`config.mk`:
```
export PLATFORM = sky130hd
export DESIGN_NAME = sp_sync_ctrl
export DESIGN_NICKNAME = d
export VERILOG_FILES = /design/src/rtl/sp_pkg.sv /design/src/rtl/sp_sync_ctrl.sv
export SDC_FILE = /design/constraint.sdc
export NUM_CORES = 1
export LEC_CHECK = 0
export BUFFER_PORTS_ARGS = -buffer_cell sky130_fd_sc_hd__buf_2
export CAP_MARGIN = 20
export CELL_PAD_IN_SITES_DETAIL_PLACEMENT = 0
export CELL_PAD_IN_SITES_GLOBAL_PLACEMENT = 1
export CORE_AREA = 2 2 83 61
export CTS_CLUSTER_SIZE = 16
export DETAILED_ROUTE_END_ITERATION = 16
export DIE_AREA = 0 0 85 63
export PLACE_DENSITY_LB_ADDON = 0.1
export SLEW_MARGIN = 20
export SYNTH_ARGS = -nofsm -noshare
export SYNTH_HDL_FRONTEND = slang
export SYNTH_SLANG_ARGS = --single-unit
export TNS_END_PERCENT = 10
```
`constraint.sdc`:
```
create_clock -name clk_4f -period 2.8 [get_ports clk_4f]
set_clock_uncertainty 0.15 [all_clocks]
set_input_delay 0.56 -clock clk_4f [delete_from_list [all_inputs] [get_ports clk_4f]]
set_output_delay 0.56 -clock clk_4f [all_outputs]
set_load 0.1 [all_outputs]
```
`src/rtl/sp_pkg.sv`:
```
// Shared definitions for the serial receive/transmit path: the comma
// (idle/alignment) symbol and the alignment controller state encoding.
package sp_pkg;

  // Idle and alignment symbol sent by the transmit side between frames.
  localparam logic [7:0] COMMA = 8'hBC;

  // Alignment controller states, 2-bit encoding.
  typedef enum logic [1:0] {
    HUNT      = 2'd0,
    SLIP_WAIT = 2'd1,
    CONFIRM   = 2'd2,
    LOCKED    = 2'd3
  } state_e;

  // True when a raw deserializer word is the comma symbol.
  function automatic logic is_comma(input logic [7:0] word);
    return (word == COMMA);
  endfunction

endpackage : sp_pkg

```
`src/rtl/sp_sync_ctrl.sv`:
```
// Byte-alignment and link-lock controller. Hunts for the comma symbol by
// requesting single-bit slips from the deserializer, confirms a run of
// consecutive commas before declaring the link active, then forwards
// non-comma bytes as payload until commas stop arriving.
module sp_sync_ctrl
  import sp_pkg::state_e;
  import sp_pkg::is_comma;
#(
  parameter int unsigned LOCK_COUNT  = 4,   // consecutive commas to lock (1..15)
  parameter int unsigned HUNT_WINDOW = 16,  // non-commas in HUNT before a slip (2..255)
  parameter int unsigned SLIP_WAIT   = 2,   // samples ignored after a slip (1..15)
  parameter int unsigned MAX_GAP     = 64   // non-commas in LOCKED that drop lock (2..1023)
) (
  input  logic       clk_4f,
  input  logic       reset,
  input  logic [7:0] rx_byte,
  output logic       bitslip,
  output logic       active,
  output logic       valid_out,
  output logic [7:0] data_out,
  output logic       lock_lost,
  output logic [2:0] slip_count
);

  // Terminal values of the counters; each counter holds the number of
  // qualifying samples seen so far, so the N-th sample finds it at N-1.
  localparam logic [7:0] HUNT_LAST = 8'(HUNT_WINDOW - 1);
  localparam logic [7:0] SLIP_LAST = 8'(SLIP_WAIT - 1);
  localparam logic [3:0] LOCK_LAST = 4'(LOCK_COUNT - 1);
  localparam logic [9:0] GAP_LAST  = 10'(MAX_GAP - 1);

  state_e     state_reg, state_next;
  // hunt_cnt also times the settle period in SLIP_WAIT: it is always zero
  // on entry there and is cleared again on the way back to HUNT.
  logic [7:0] hunt_cnt_reg, hunt_cnt_next;
  logic [3:0] comma_cnt_reg, comma_cnt_next;
  logic [9:0] gap_cnt_reg, gap_cnt_next;
  logic [2:0] slip_count_reg, slip_count_next;

  logic       bitslip_reg, bitslip_next;
  logic       active_reg, active_next;
  logic       valid_reg, valid_next;
  logic [7:0] data_reg, data_next;
  logic       lock_lost_reg, lock_lost_next;

  logic       rx_comma;

  assign rx_comma = is_comma(rx_byte);

  // State, counters and all outputs are registered; reset clears everything at once.
  always_ff @(posedge clk_4f or negedge reset) begin
    if (!reset) begin
      state_reg      <= sp_pkg::HUNT;
      hunt_cnt_reg   <= '0;
      comma_cnt_reg  <= '0;
      gap_cnt_reg    <= '0;
      slip_count_reg <= '0;
      bitslip_reg    <= 1'b0;
      active_reg     <= 1'b0;
      valid_reg      <= 1'b0;
      data_reg       <= 8'h00;
      lock_lost_reg  <= 1'b0;
    end else begin
      state_reg      <= state_next;
      hunt_cnt_reg   <= hunt_cnt_next;
      comma_cnt_reg  <= comma_cnt_next;
      gap_cnt_reg    <= gap_cnt_next;
      slip_count_reg <= slip_count_next;
      bitslip_reg    <= bitslip_next;
      active_reg     <= active_next;
      valid_reg      <= valid_next;
      data_reg       <= data_next;
      lock_lost_reg  <= lock_lost_next;
    end
  end

  // Next-state, counter and output decode for the current sample.
  always_comb begin
    state_next      = state_reg;
    hunt_cnt_next   = hunt_cnt_reg;
    comma_cnt_next  = comma_cnt_reg;
    gap_cnt_next    = gap_cnt_reg;
    slip_count_next = slip_count_reg;
    bitslip_next    = 1'b0;
    active_next     = 1'b0;
    valid_next      = 1'b0;
    data_next       = 8'h00;
    lock_lost_next  = 1'b0;

    unique case (state_reg)
      sp_pkg::HUNT: begin
        if (rx_comma) begin
          hunt_cnt_next = '0;
          if (LOCK_COUNT == 1) begin
            // A single comma is already a complete run.
            state_next     = sp_pkg::LOCKED;
            active_next    = 1'b1;
            comma_cnt_next = '0;
            gap_cnt_next   = '0;
          end else begin
            state_next     = sp_pkg::CONFIRM;
            comma_cnt_next = 4'd1;
          end
        end else if (hunt_cnt_reg == HUNT_LAST) begin
          // Window exhausted without a comma: shift alignment by one bit.
          bitslip_next    = 1'b1;
          slip_count_next = slip_count_reg + 3'd1;
          hunt_cnt_next   = '0;
          state_next      = sp_pkg::SLIP_WAIT;
        end else begin
          hunt_cnt_next = hunt_cnt_reg + 8'd1;
        end
      end

      sp_pkg::SLIP_WAIT: begin
        // Words are unreliable while the deserializer shifts; ignore them.
        if (hunt_cnt_reg == SLIP_LAST) begin
          hunt_cnt_next = '0;
          state_next    = sp_pkg::HUNT;
        end else begin
          hunt_cnt_next = hunt_cnt_reg + 8'd1;
        end
      end

      sp_pkg::CONFIRM: begin
        if (rx_comma) begin
          if (comma_cnt_reg == LOCK_LAST) begin
            state_next     = sp_pkg::LOCKED;
            active_next    = 1'b1;
            comma_cnt_next = '0;
            gap_cnt_next   = '0;
          end else begin
            comma_cnt_next = comma_cnt_reg + 4'd1;
          end
        end else begin
          // Run broken: alignment is probably fine, so restart the hunt
          // without slipping.
          state_next     = sp_pkg::HUNT;
          comma_cnt_next = '0;
          hunt_cnt_next  = '0;
        end
      end

      sp_pkg::LOCKED: begin
        active_next = 1'b1;
        if (rx_comma) begin
          gap_cnt_next = '0;
        end else if (gap_cnt_reg == GAP_LAST) begin
          // Commas have stopped: the byte that hits the limit is dropped.
          active_next    = 1'b0;
          lock_lost_next = 1'b1;
          state_next     = sp_pkg::HUNT;
          gap_cnt_next   = '0;
          hunt_cnt_next  = '0;
          comma_cnt_next = '0;
        end else begin
          valid_next   = 1'b1;
          data_next    = rx_byte;
          gap_cnt_next = gap_cnt_reg + 10'd1;
        end
      end

      default: begin
        state_next = sp_pkg::HUNT;
      end
    endcase
  end

  assign bitslip    = bitslip_reg;
  assign active     = active_reg;
  assign valid_out  = valid_reg;
  assign data_out   = data_reg;
  assign lock_lost  = lock_lost_reg;
  assign slip_count = slip_count_reg;

endmodule : sp_sync_ctrl

```
# == Word-level counts from Yosys, hierarchy flattened ==
# Index checks and enable logic that the tools add are counted.
# word_totals
reg_bits,39
output_inout_bits,15
word_cells,82
# op_classes
add_sub_neg,4
eq_ne,17
n_mux,42
n_bitwise,1
n_reduce_logical,8
# op_table
operator,n
8-bit two-way mux,9
10-bit two-way mux,4
8-bit case mux with 4 select lines,1
4-bit two-way mux,5
10-bit case mux with 2 select lines,1
2-bit two-way mux,7
2-bit inequality test (second input constant),7
1-bit two-way mux,12
4-bit case mux with 3 select lines,1
10-bit by 1-bit adder with 10-bit output (second input constant),1
10-bit by 6-bit equality test with 1-bit output (second input constant),1
3-bit AND reduction,3
8-bit by 1-bit adder with 8-bit output (second input constant),1
8-bit by 1-bit equality test with 1-bit output (second input constant),1
8-bit by 4-bit equality test with 1-bit output (second input constant),1
8-bit equality test (second input constant),1
2-bit case mux with 4 select lines,1
3-bit inequality test (second input constant),2
5-bit AND reduction,1
4-bit by 1-bit adder with 4-bit output (second input constant),1
2-bit equality test (second input constant),2
4-bit by 2-bit equality test with 1-bit output (second input constant),1
4-bit AND reduction,1
3-bit by 1-bit adder with 3-bit output (second input constant),1
6 further kinds,6

# == Logic depth before layout (Yosys ltp) ==
# Gate-level depths: netlist of run 1.
# depth
depth_word,4
depth_mapped,8
depth_no_buf,6

# == Worst setup path before layout of run 1 ==
# Ideal clock, no wire load.
# synth_timing
path_kind,input-to-reg
start,input port rx_byte[6]
end,register gap_cnt_reg[4]
arrival_time_ns,1.917
t_required_ns,2.524
path_slack_ns,0.607
cell_stages,6
n_path_buf,1
cell_sequence,nand4b_4 or4_4 and2_1 buf_6 and3_1 a221o_1
# synth_via
elab_chain_cells,3
# synth_lines
item,line,rtl
from (decl),sp_sync_ctrl.sv:16,"input logic [7:0] rx_byte,"
8-bit equality test *,sp_pkg.sv:18,return (word == COMMA);
10-bit two-way mux / 2-bit inequality test (equally long branches),-,
10-bit case mux with 2 select lines / 3-bit AND reduction (equally long branches),-,
to (signal assigned),sp_sync_ctrl.sv:67,gap_cnt_reg <= gap_cnt_next;
to (decl),sp_sync_ctrl.sv:37,"logic [9:0] gap_cnt_reg, gap_cnt_next;"
# Mark *: on every way between the ends. The rest lies on a longest branch, timed or not.
# A chain may end at the register's enable or synchronous reset.

# == Final worst setup path of run 1 ==
# layout_timing
start,register gap_cnt_reg[0]
end,register gap_cnt_reg[5]
# layout_via
elab_chain_cells,4
# layout_lines
item,line,rtl
10-bit by 1-bit adder with 10-bit output / 10-bit by 6-bit equality test with 1-bit output (equally long branches),"sp_sync_ctrl.sv:159, sp_sync_ctrl.sv:148",
10-bit two-way mux *,sp_sync_ctrl.sv:148,end else if (gap_cnt_reg == GAP_LAST) begin
10-bit two-way mux *,sp_sync_ctrl.sv:146,if (rx_comma) begin
10-bit case mux with 2 select lines *,sp_sync_ctrl.sv:90,unique case (state_reg)
# Marks and branches as above.

==> results of run 1 <==
-- Yosys cell counts (3+ instances only) --
cell and n:
a21o_1 3, a21oi_1 7, a221o_1 3, a31oi_1 6, and2_1 4, and3_1 12
dfrtp_1 39, ha_1 5, inv_1 3, mux2_2 3, nand2_1 20, nand3_1 10
nor2_1 14, nor3_1 4, o21ai_0 13, xnor2_1 3
-- power breakdown --
group,internal [mW],total (mW),switching [mW]
Combinational,0.240,0.837,0.598
Clock,0.356,0.545,0.189
Sequential,0.679,0.801,0.121
Total,1.27,2.18,0.908
-- worst reg2reg max path, stage by stage (launching register included) --
cell     delay, ns
dfrtp_1       0.43
ha_1          0.26
and3_1        0.23
a41oi_2       0.38
and2_1        0.55
o21ai_0       0.20
a31oi_1       0.20
-- cells by family after synthesis --
group / Yosys count
AND/OR/NAND/NOR: 81
flip-flops: 39
buffers and inverters: 8
XOR/XNOR: 4
adder cells (fa/ha/maj): 5
multiplexers: 3
AO/OA/AOI/OAI: 45
-- through the flow --
step	cell area, µm²	total power [mW]	hold WS [ns]
2_1_floorplan	1950	1.45	0.114
3_3_place_gp	2150	1.62	0.306
3_5_place_dp	2150	1.65	0.308
4_1_cts	2280	2.20	0.266
5_1_grt	2280	2.33	0.296
6_report	2280	2.18	0.235
-- cell type report --
class / instances / area, µm²
Clock buffer: 6 / 72.6
Clock inverter: 2 / 60.1
Fill cell: 420 / 2320
Inverter: 3 / 11.3
Multi-Input combinational cell: 138 / 930
Sequential cell: 39 / 976
Tap cell: 57 / 71.3
Timing Repair Buffer: 29 / 158
-- routing by layer --
layer  track usage [%]  wire length (µm)  up-vias
met5                 0                 0        -
met2              23.9              1730       52
met1              25.8              2150      729
met3              4.62               246        6
met4              5.95                52        0
li1                  -                 -      744
-- final timing paths --
check / end / cells past startpoint / slack [ns]
setup / recovery: gap_cnt_reg[5] / 6 / 0.31
hold / removal: hunt_cnt_reg[0] / 1 / 0.23
setup reg to reg: gap_cnt_reg[5] / 6 / 0.31
hold reg to reg: slip_count[2] / 1 / 0.32
max in group asynchronous: data_out[3] / 1 / 1.71
min in group clk_4f: slip_count[2] / 1 / 0.32
==> impl_metrics.json, run 1 <==
{
  "netlist.top_cell.by_area": "dfrtp_1",
  "place_congestion": 0.813,
  "fin_cells": 274,
  "fin_ws_ns": 0.314,
  "drv_cap": 0,
  "die_h_um": 63,
  "cts_tree": "yes",
  "synth.cell_area_um2": 1950,
  "overflow": 0,
  "drtIter0Drc": 80,
  "clock_sinks": 39,
  "synth_compound_area_share_pct": 16.3,
  "place_hpwl_mm": 3.05,
  "worstPathRequired_ns": 2.86,
  "ir_drop_mv": 0.526,
  "startpoint_type": "register",
  "dpl_worst_slack_ns": 0.306,
  "num_rows": 21,
  "synth-async-reset-ratio_pct": 100,
  "start_util_pct": 42.3,
  "areaGrowthSynthToFinish_pct": 17.1,
  "tightest_slew_ns": 0.868,
  "path_max_fanout": 19,
  "p_leak_nw": 1.11,
  "largest_register_ffs": 10,
  "synth_area_leaders": "dfrtp_1 50%, and3_1 3.9%, nand2_1 3.9%",
  "antenna_found_initial": 0,
  "numCtsBuffers": 5,
  "synthMuxAreaShare_pct": 1.74,
  "ys_warn_count": 0,
  "clk_latency_ns": 0.28,
  "fmax_ghz": 0.402,
  "wl_per_cell_um": 15.3,
  "cp.arrival_ns": 2.54,
  "post-route-drc-count": 0,
  "clockBufferDepth": 2,
  "synthAdderAreaFrac_pct": 3.22,
  "worstPathCellList": "ha_1, and3_1, a41oi_2, and2_1, o21ai_0, a31oi_1",
  "port-buffer-count": 24,
  "vias_per_cell": 5.59,
  "cpPeakStageDelay_ns": 0.55,
  "final_cell_mix": "39 x dfrtp_1, 24 x buf_2, 20 x nand2_1",
  "grt_max_degree": 40,
  "avgSynthCellArea_um2": 10.5,
  "diodes": 0,
  "synth_fp_nets": 200,
  "cts.root.buffer_cell": "clkbuf_8",
  "cp_slowest_cell": "and2_1",
  "rsz0062_at_grt": "false",
  "startpoint": "gap_cnt_reg[0]",
  "grt_usage_pct": 17.3,
  "vias": 1531,
  "path_clk_slew_ns": 0.08,
  "grt_pass1_wl_mm": 7.21,
  "dp.cells": 266,
  "post_cts_buffers": 0,
  "yosys.cell_types.count": 43,
  "h-tree-depth": 2,
  "ys_seq_area_share_pct": 50.2,
  "antenna_left": 0,
  "period_needed_ns": 2.49,
  "setup_tns_ns": 0,
  "drv_slew": 0,
  "grt_pass1_vias": 1478,
  "outcome": "finished clean",
  "path_class": "register to register",
  "mostFrequentLayoutCell": "dfrtp_1",
  "regToRegStartpoint": "gap_cnt_reg[0]",
  "period_share_pct": 88.8,
  "powerDensity_nw_per_um2": 958,
  "finalHoldViolations": 0,
  "critPathCaptureType": "register",
  "ios": 25,
  "slew_headroom_pct": 42.1,
  "finish.utilization_pct": 49.6,
  "totalWireLength_mm": 4.18,
  "setup_viol": 0,
  "drive_gt1_share_pct": 22.6,
  "die_x_um": 85,
  "synth_xor_area_share_pct": 1.80,
  "hold_class": "input pin to asynchronous set/reset pin",
  "design.die.area_um2": 5360,
  "netlist_instances": 185,
  "dr.pass1.iters": 4,
  "synth_top_family_by_area": "simple AND/OR/NAND/NOR gates",
  "yosys.area_share.simple_pct": 24.8,
  "cp_top_family": "simple AND/OR/NAND/NOR gates",
  "yosysTopAreaCellShare_pct": 50.2,
  "path_buf_inv": 0,
  "num-nets-final": 231,
  "cts_resized": 0,
  "synth_seq_cells": 39,
  "postCtsHoldBufs": 0,
  "synth_edf_count": 0,
  "core_area_um2": 4600,
  "ys.flop_type": "dfrtp_1"
}
(Power assumes the default switching activity.)
==> inputs of run 2 (changes only) <==
--- a/config.mk
+++ b/config.mk
@@ -14,6 +14,7 @@
 export DETAILED_ROUTE_END_ITERATION = 16
 export DIE_AREA = 0 0 85 63
 export PLACE_DENSITY_LB_ADDON = 0.1
+export SETUP_SLACK_MARGIN = 0.5
 export SLEW_MARGIN = 20
 export SYNTH_ARGS = -nofsm -noshare
 export SYNTH_HDL_FRONTEND = slang
==> run 2 against run 1 <==
Net effect: final area up 1.2%; sequential share of layout area down 0.51 points; global-route usage unchanged; combinational power up 2%; maximum frequency up 13%; final cell count up 0.36%; via count up 1.2%; register-to-register slack better by 0.29 ns; critical path depth down 1; clock-buffer cell count unchanged; critical path type unchanged; critical endpoint is now state_reg[0]; largest power group unchanged; highest routed layer unchanged.
==> impl_metrics.json, run 2 (synthesis gave the netlist of run 1 again) <==
{
  "grt_usage_pct": 17.3,
  "crit_cells": 5,
  "path_class": "register to register",
  "startpoint_type": "register",
  "overflow": 0,
  "num_rows": 21,
  "port-buffer-count": 24,
  "drv_cap": 0,
  "clk_latency_ns": 0.29,
  "path_clk_slew_ns": 0.07,
  "clockBufferDepth": 2,
  "cp_top_family": "compound AO/OA/AOI/OAI gates",
  "core_area_um2": 4600,
  "seq_power_share_pct": 36.4,
  "diodes": 0,
  "numCtsBuffers": 5,
  "areaGrowthSynthToFinish_pct": 18.5,
  "ir_drop_mv": 0.527,
  "netSwitchingPower_mw": 0.921,
  "critPathCaptureType": "register",
  "worstPathCellList": "nor4_2, a41o_1, nor3b_2, a211oi_1, mux2_2",
  "cpPeakStageDelay_ns": 0.43,
  "post_cts_buffers": 0,
  "switching_share_pct": 41.7,
  "h-tree-depth": 2,
  "holdWs_ns": 0.232,
  "post-route-drc-count": 0,
  "pwr-share-clk_pct": 24.8,
  "drive_gt1_share_pct": 23.9,
  "dr.pass1.iters": 4,
  "path_buf_inv": 0,
  "drv_slew": 0,
  "cp_slowest_cell": "dfrtp_1",
  "outcome": "finished clean",
  "path_max_fanout": 7,
  "p_int_mw": 1.29,
  "design.die.area_um2": 5360,
  "cp.arrival_ns": 2.21,
  "setup_tns_ns": 0,
  "grt_pass1_wl_mm": 7.21,
  "clock_sinks": 39,
  "vias": 1549,
  "wl_per_cell_um": 15.7,
  "r2r_slack_ns": 0.61,
  "grt_max_degree": 40,
  "powerDensity_nw_per_um2": 957,
  "regToRegStartpoint": "hunt_cnt_reg[4]",
  "ios": 25,
  "cts_tree": "yes",
  "antenna_found_initial": 0,
  "die_x_um": 85,
  "slew_headroom_pct": 42.4,
  "drtIter0Drc": 112,
  "p_leak_nw": 1.12,
  "antenna_left": 0,
  "period_share_pct": 78.3,
  "reg2reg_to": "state_reg[0]",
  "vias_per_cell": 5.63,
  "tightest_slew_ns": 0.863,
  "setup_viol": 0,
  "p_total_mw": 2.21,
  "finalHoldViolations": 0,
  "hold_class": "input pin to asynchronous set/reset pin",
  "num-nets-final": 232,
  "largest_register_ffs": 10,
  "pwr-share-comb_pct": 38.8,
  "die_h_um": 63,
  "period_needed_ns": 2.19,
  "start_util_pct": 42.3,
  "cts.root.buffer_cell": "clkbuf_8",
  "place_congestion": 0.813,
  "totalWireLength_mm": 4.30,
  "fmax_ghz": 0.456,
  "postCtsHoldBufs": 0,
  "place_hpwl_mm": 3.05,
  "worstPathRequired_ns": 2.82,
  "mostFrequentLayoutCell": "dfrtp_1",
  "grt_pass1_vias": 1478,
  "rsz0062_at_grt": "true",
  "rr_worst_depth": 5,
  "final_cell_mix": "39 x dfrtp_1, 24 x buf_2, 20 x nand2_1"
}
==> run 2: area by class of cell <==
class / count / area (µm²)
clock inverters: 2 / 60.1
repair buffers: 29 / 158
inverters: 3 / 11.3
flip-flops and latches: 39 / 976
multi-input cells: 139 / 957
clock buffers: 6 / 72.6
well taps: 57 / 71.3
fillers: 419 / 2290
==> run 2: repair_timing <==
| action | in CTS | in global routing |
|---|---|---|
| cloned | 0 | 1 |
| pin swaps | 0 | 2 |
| setup endpoints to repair | 9 | 11 |
| gates resized for setup | 1 | 3 |
==> run 2: worst max-delay path by stage <==
stage,startpoint,to,slack (ns)
after detailed placement,rx_byte[6],gap_cnt_reg[4],0.31
final,hunt_cnt_reg[4],state_reg[0],0.61
after global routing,hunt_cnt_reg[4],state_reg[0],0.51
after global placement,rx_byte[6],gap_cnt_reg[4],0.34
after floorplan,rx_byte[6],gap_cnt_reg[4],0.61
after CTS,hunt_cnt_reg[4],state_reg[0],0.50
==> run 2: through the flow <==
stage          cells  setup WS [ns]  instance area, µm²  utilization [%]
3_5_place_dp     266          0.306                2150             46.7
2_1_floorplan    185          0.607                1950                -
5_1_grt          275          0.511                2310             50.1
4_1_cts          274          0.498                2280             49.6
6_report         275          0.607                2310             50.1
3_3_place_gp     266          0.342                2150             46.7
==> run 2: per-layer routing <==
layer  share of wire, %  GRT usage [%]  up-vias
li1                   -              -      747
met1                 50           25.8      737
met2                 42           23.9       61
met3                6.9           4.62        4
met4                1.0           5.95        0
met5                  0              0        -
==> run 2: worst register-to-register path: cells and delay by family (launching register included) <==
family	cells	cell delay, ns
AO/OA/AOI/OAI	2	0.60
flip-flops	1	0.43
multiplexers	1	0.37
AND/OR/NAND/NOR	2	0.54
==> run 2: power by group through the flow <==
stage / Sequential (mW) / Clock (mW) / Combinational [mW]
final: 0.803 / 0.547 / 0.856
after detailed placement: 0.811 / 0 / 0.834
after floorplan: 1.06 / 0 / 0.387
after CTS: 0.800 / 0.561 / 0.840
after global placement: 0.800 / 0 / 0.818
after global routing: 0.824 / 0.598 / 0.932
==> inputs of run 3 (changes only) <==
--- a/config.mk
+++ b/config.mk
@@ -5,14 +5,15 @@
 export SDC_FILE = /design/constraint.sdc
 export NUM_CORES = 1
 export LEC_CHECK = 0
+export ABC_AREA = 1
 export BUFFER_PORTS_ARGS = -buffer_cell sky130_fd_sc_hd__buf_2
 export CAP_MARGIN = 20
 export CELL_PAD_IN_SITES_DETAIL_PLACEMENT = 0
 export CELL_PAD_IN_SITES_GLOBAL_PLACEMENT = 1
-export CORE_AREA = 2 2 83 61
+export CORE_AREA = 2 2 88 65
 export CTS_CLUSTER_SIZE = 16
 export DETAILED_ROUTE_END_ITERATION = 16
-export DIE_AREA = 0 0 85 63
+export DIE_AREA = 0 0 90 67
 export PLACE_DENSITY_LB_ADDON = 0.1
 export SETUP_SLACK_MARGIN = 0.5
 export SLEW_MARGIN = 20
==> constraint.sdc (replaced) <==
create_clock -name clk_4f -period 2.2 [get_ports clk_4f]
set_clock_uncertainty 0.15 [all_clocks]
set_input_delay 0.44 -clock clk_4f [delete_from_list [all_inputs] [get_ports clk_4f]]
set_output_delay 0.44 -clock clk_4f [all_outputs]
set_load 0.1 [all_outputs]
==> run 3 against run 2 <==
Net effect: largest power group is now sequential cells; worst setup slack got worse by 0.081 ns; worst hold slack got worse by 0.015 ns; critical path depth fell by 4; largest cell class is now multi-input gates.
==> impl_metrics.json, run 3 <==
{
  "rsz0062_at_grt": "true",
  "cp.arrival_ns": 1.08,
  "synth_seq_cells": 39,
  "period_share_pct": 76.1,
  "fillers": 515,
  "ys_seq_area_share_pct": 45.4,
  "drv_cap": 0,
  "place_hpwl_mm": 3.30,
  "grt_pass1_wl_mm": 8.04,
  "tightest_slew_ns": 0.491,
  "dr.pass1.iters": 4,
  "fmax_ghz": 0.597,
  "finalHoldViolations": 0,
  "synth_fp_nets": 274,
  "clk_latency_ns": 0.28,
  "path_class": "register to output pin",
  "dp.cells": 354,
  "ir_drop_mv": 0.408,
  "synth_edf_count": 0,
  "pwr-share-comb_pct": 25.4,
  "ys_warn_count": 0,
  "powerDensity_nw_per_um2": 729,
  "worstPathCellList": "buf_2",
  "drv_slew": 0,
  "num_rows": 22,
  "clock_sinks": 39,
  "critPathCaptureType": "output pin",
  "overflow": 0,
  "largest_register_ffs": 10,
  "path_max_fanout": 3,
  "hold_class": "input pin to register",
  "wl_per_cell_um": 12.2,
  "yosysTopAreaCellShare_pct": 45.4,
  "fin_cells": 366,
  "path_clk_slew_ns": 0.07,
  "yosys.cell_types.count": 30,
  "mostFrequentLayoutCell": "nand2_1",
  "netlist.top_cell.by_area": "dfrtp_1",
  "pwr-share-clk_pct": 26.2,
  "vias_per_cell": 4.67,
  "yosys.area_share.simple_pct": 33.0,
  "slew_headroom_pct": 67.3,
  "port-buffer-count": 24,
  "avgSynthCellArea_um2": 8.30,
  "switching_share_pct": 34.8,
  "cts_tree": "yes",
  "numCtsBuffers": 5,
  "final_cell_mix": "60 x nand2_1, 37 x dfrtp_1, 28 x inv_1",
  "clockBufferDepth": 2,
  "seq_power_share_pct": 48.4,
  "die_h_um": 67,
  "synth_compound_area_share_pct": 5.82,
  "drive_gt1_share_pct": 27.2,
  "h-tree-depth": 2,
  "totalWireLength_mm": 4.48,
  "drtIter0Drc": 118,
  "start_util_pct": 42.0,
  "ys.flop_type": "dfrtp_1",
  "synth_commonest_cells": "60 x nand2_1, 39 x dfrtp_1, 28 x inv_1",
  "grt_usage_pct": 17.2,
  "synthMuxAreaShare_pct": 0,
  "seqCellArea_um2": 978,
  "worstPathRequired_ns": 1.61,
  "post-route-drc-count": 0,
  "grt_max_degree": 21,
  "antenna_found_initial": 0,
  "period_needed_ns": 1.67,
  "multi_input_area_um2": 1020,
  "netlist_instances": 259,
  "diodes": 0,
  "outcome": "finished clean",
  "yosysMostFrequentCell": "nand2_1",
  "path_buf_inv": 1,
  "synth_xor_area_share_pct": 4.89,
  "place_congestion": 0.762,
  "cp_slowest_cell": "buf_2",
  "synthAdderAreaFrac_pct": 2.91,
  "num-nets-final": 309,
  "synth.cell_area_um2": 2150,
  "setup_tns_ns": 0,
  "cts.root.buffer_cell": "clkbuf_8",
  "ios": 25,
  "vias": 1711,
  "p_leak_nw": 1.31,
  "cp_top_family": "buffers and inverters",
  "synth_area_leaders": "dfrtp_1 45%, nand2_1 10%, inv_1 4.9%",
  "p_int_mw": 1.20,
  "die_x_um": 90,
  "netSwitchingPower_mw": 0.639,
  "synth-async-reset-ratio_pct": 100,
  "synth_top_family_by_area": "simple AND/OR/NAND/NOR gates",
  "areaGrowthSynthToFinish_pct": 17.0,
  "setup_viol": 0,
  "startpoint_type": "register",
  "antenna_left": 0,
  "design.die.area_um2": 6030,
  "grt_pass1_vias": 1654,
  "cpPeakStageDelay_ns": 0.43,
  "core_area_um2": 5120
}
## run 3: power by group through the flow
stage | combinational [mW] | clock, mW | sequential [mW]
2_1_floorplan | 0.342 | 0 | 0.912
3_3_place_gp | 0.441 | 0 | 0.905
3_5_place_dp | 0.440 | 0 | 0.902
4_1_cts | 0.447 | 0.503 | 0.889
5_1_grt | 0.532 | 0.540 | 0.902
6_report | 0.466 | 0.482 | 0.888
## run 3: cells by family after synthesis
group	count (synthesis)
flops	39
buf+inv	41
compound gates	21
xor+xnor	12
simple gates	141
fa+ha+maj	5
## run 3: worst paths after layout
kind	start	to	slack [ns]	depth (start not counted)
hold / removal	rx_byte[4]	data_out[4]	0.22	3
min in group asynchronous	reset	comma_cnt_reg[3]	0.50	2
hold reg to reg	slip_count[2]	slip_count[2]	0.32	1
setup reg to reg	gap_cnt_reg[0]	state_reg[0]	0.58	10
max in group asynchronous	reset	gap_cnt_reg[0]	0.91	3
setup / recovery	slip_count[1]	slip_count[1]	0.53	1
## run 3: repair_timing
action / 4_1_cts / 5_1_grt
cloned: 0 / 0
gates resized for setup: 2 / 6
setup endpoints to repair: 5 / 36
pin swaps: 0 / 1
hold buffers: 1 / 0
endpoints found under the hold margin: 19 / 0
setup buffers: 0 / 4
## run 3: per-layer routing
layer	global-route usage (%)	wire length, µm	vias to the layer above
met5	0	0	-
met4	6.35	45	0
met3	4.30	234	5
met2	23.9	1760	44
met1	25.5	2440	773
li1	-	-	889
## run 3: cell type report
type                            count  share of cell area [%]
Clock inverter                      1                   0.199
Tap cell                           72                    3.58
Sequential cell                    39                    38.9
Clock buffer                        6                    3.28
Inverter                           37                    5.57
Multi-Input combinational cell    179                    40.7
Timing Repair Buffer               32                    7.85
## run 3: through the flow
| step | utilization, % | hold slack (ns) | setup WS (ns) | total power [mW] | area, µm² |
|---|---|---|---|---|---|
| 2_1_floorplan | - | -0.00559 | 0.509 | 1.25 | 2150 |
| 3_3_place_gp | 46.2 | 0.283 | 0.476 | 1.35 | 2360 |
| 3_5_place_dp | 46.2 | 0.279 | 0.433 | 1.34 | 2360 |
| 4_1_cts | 48.2 | 0.206 | 0.488 | 1.84 | 2470 |
| 5_1_grt | 49.2 | 0.207 | 0.463 | 1.97 | 2520 |
| 6_report | 49.2 | 0.217 | 0.526 | 1.84 | 2520 |
## run 3: worst reg2reg max path, stage by stage, from the launching register on
cell and delay [ns]:
dfrtp_2 0.39, ha_2 0.21, nand3_2 0.14, nor2_4 0.16, nand2_4 0.10, nand2_8 0.10
nand2_2 0.05, clkinv_1 0.05, nand3_1 0.06, nand2_1 0.07, nand2_1 0.05
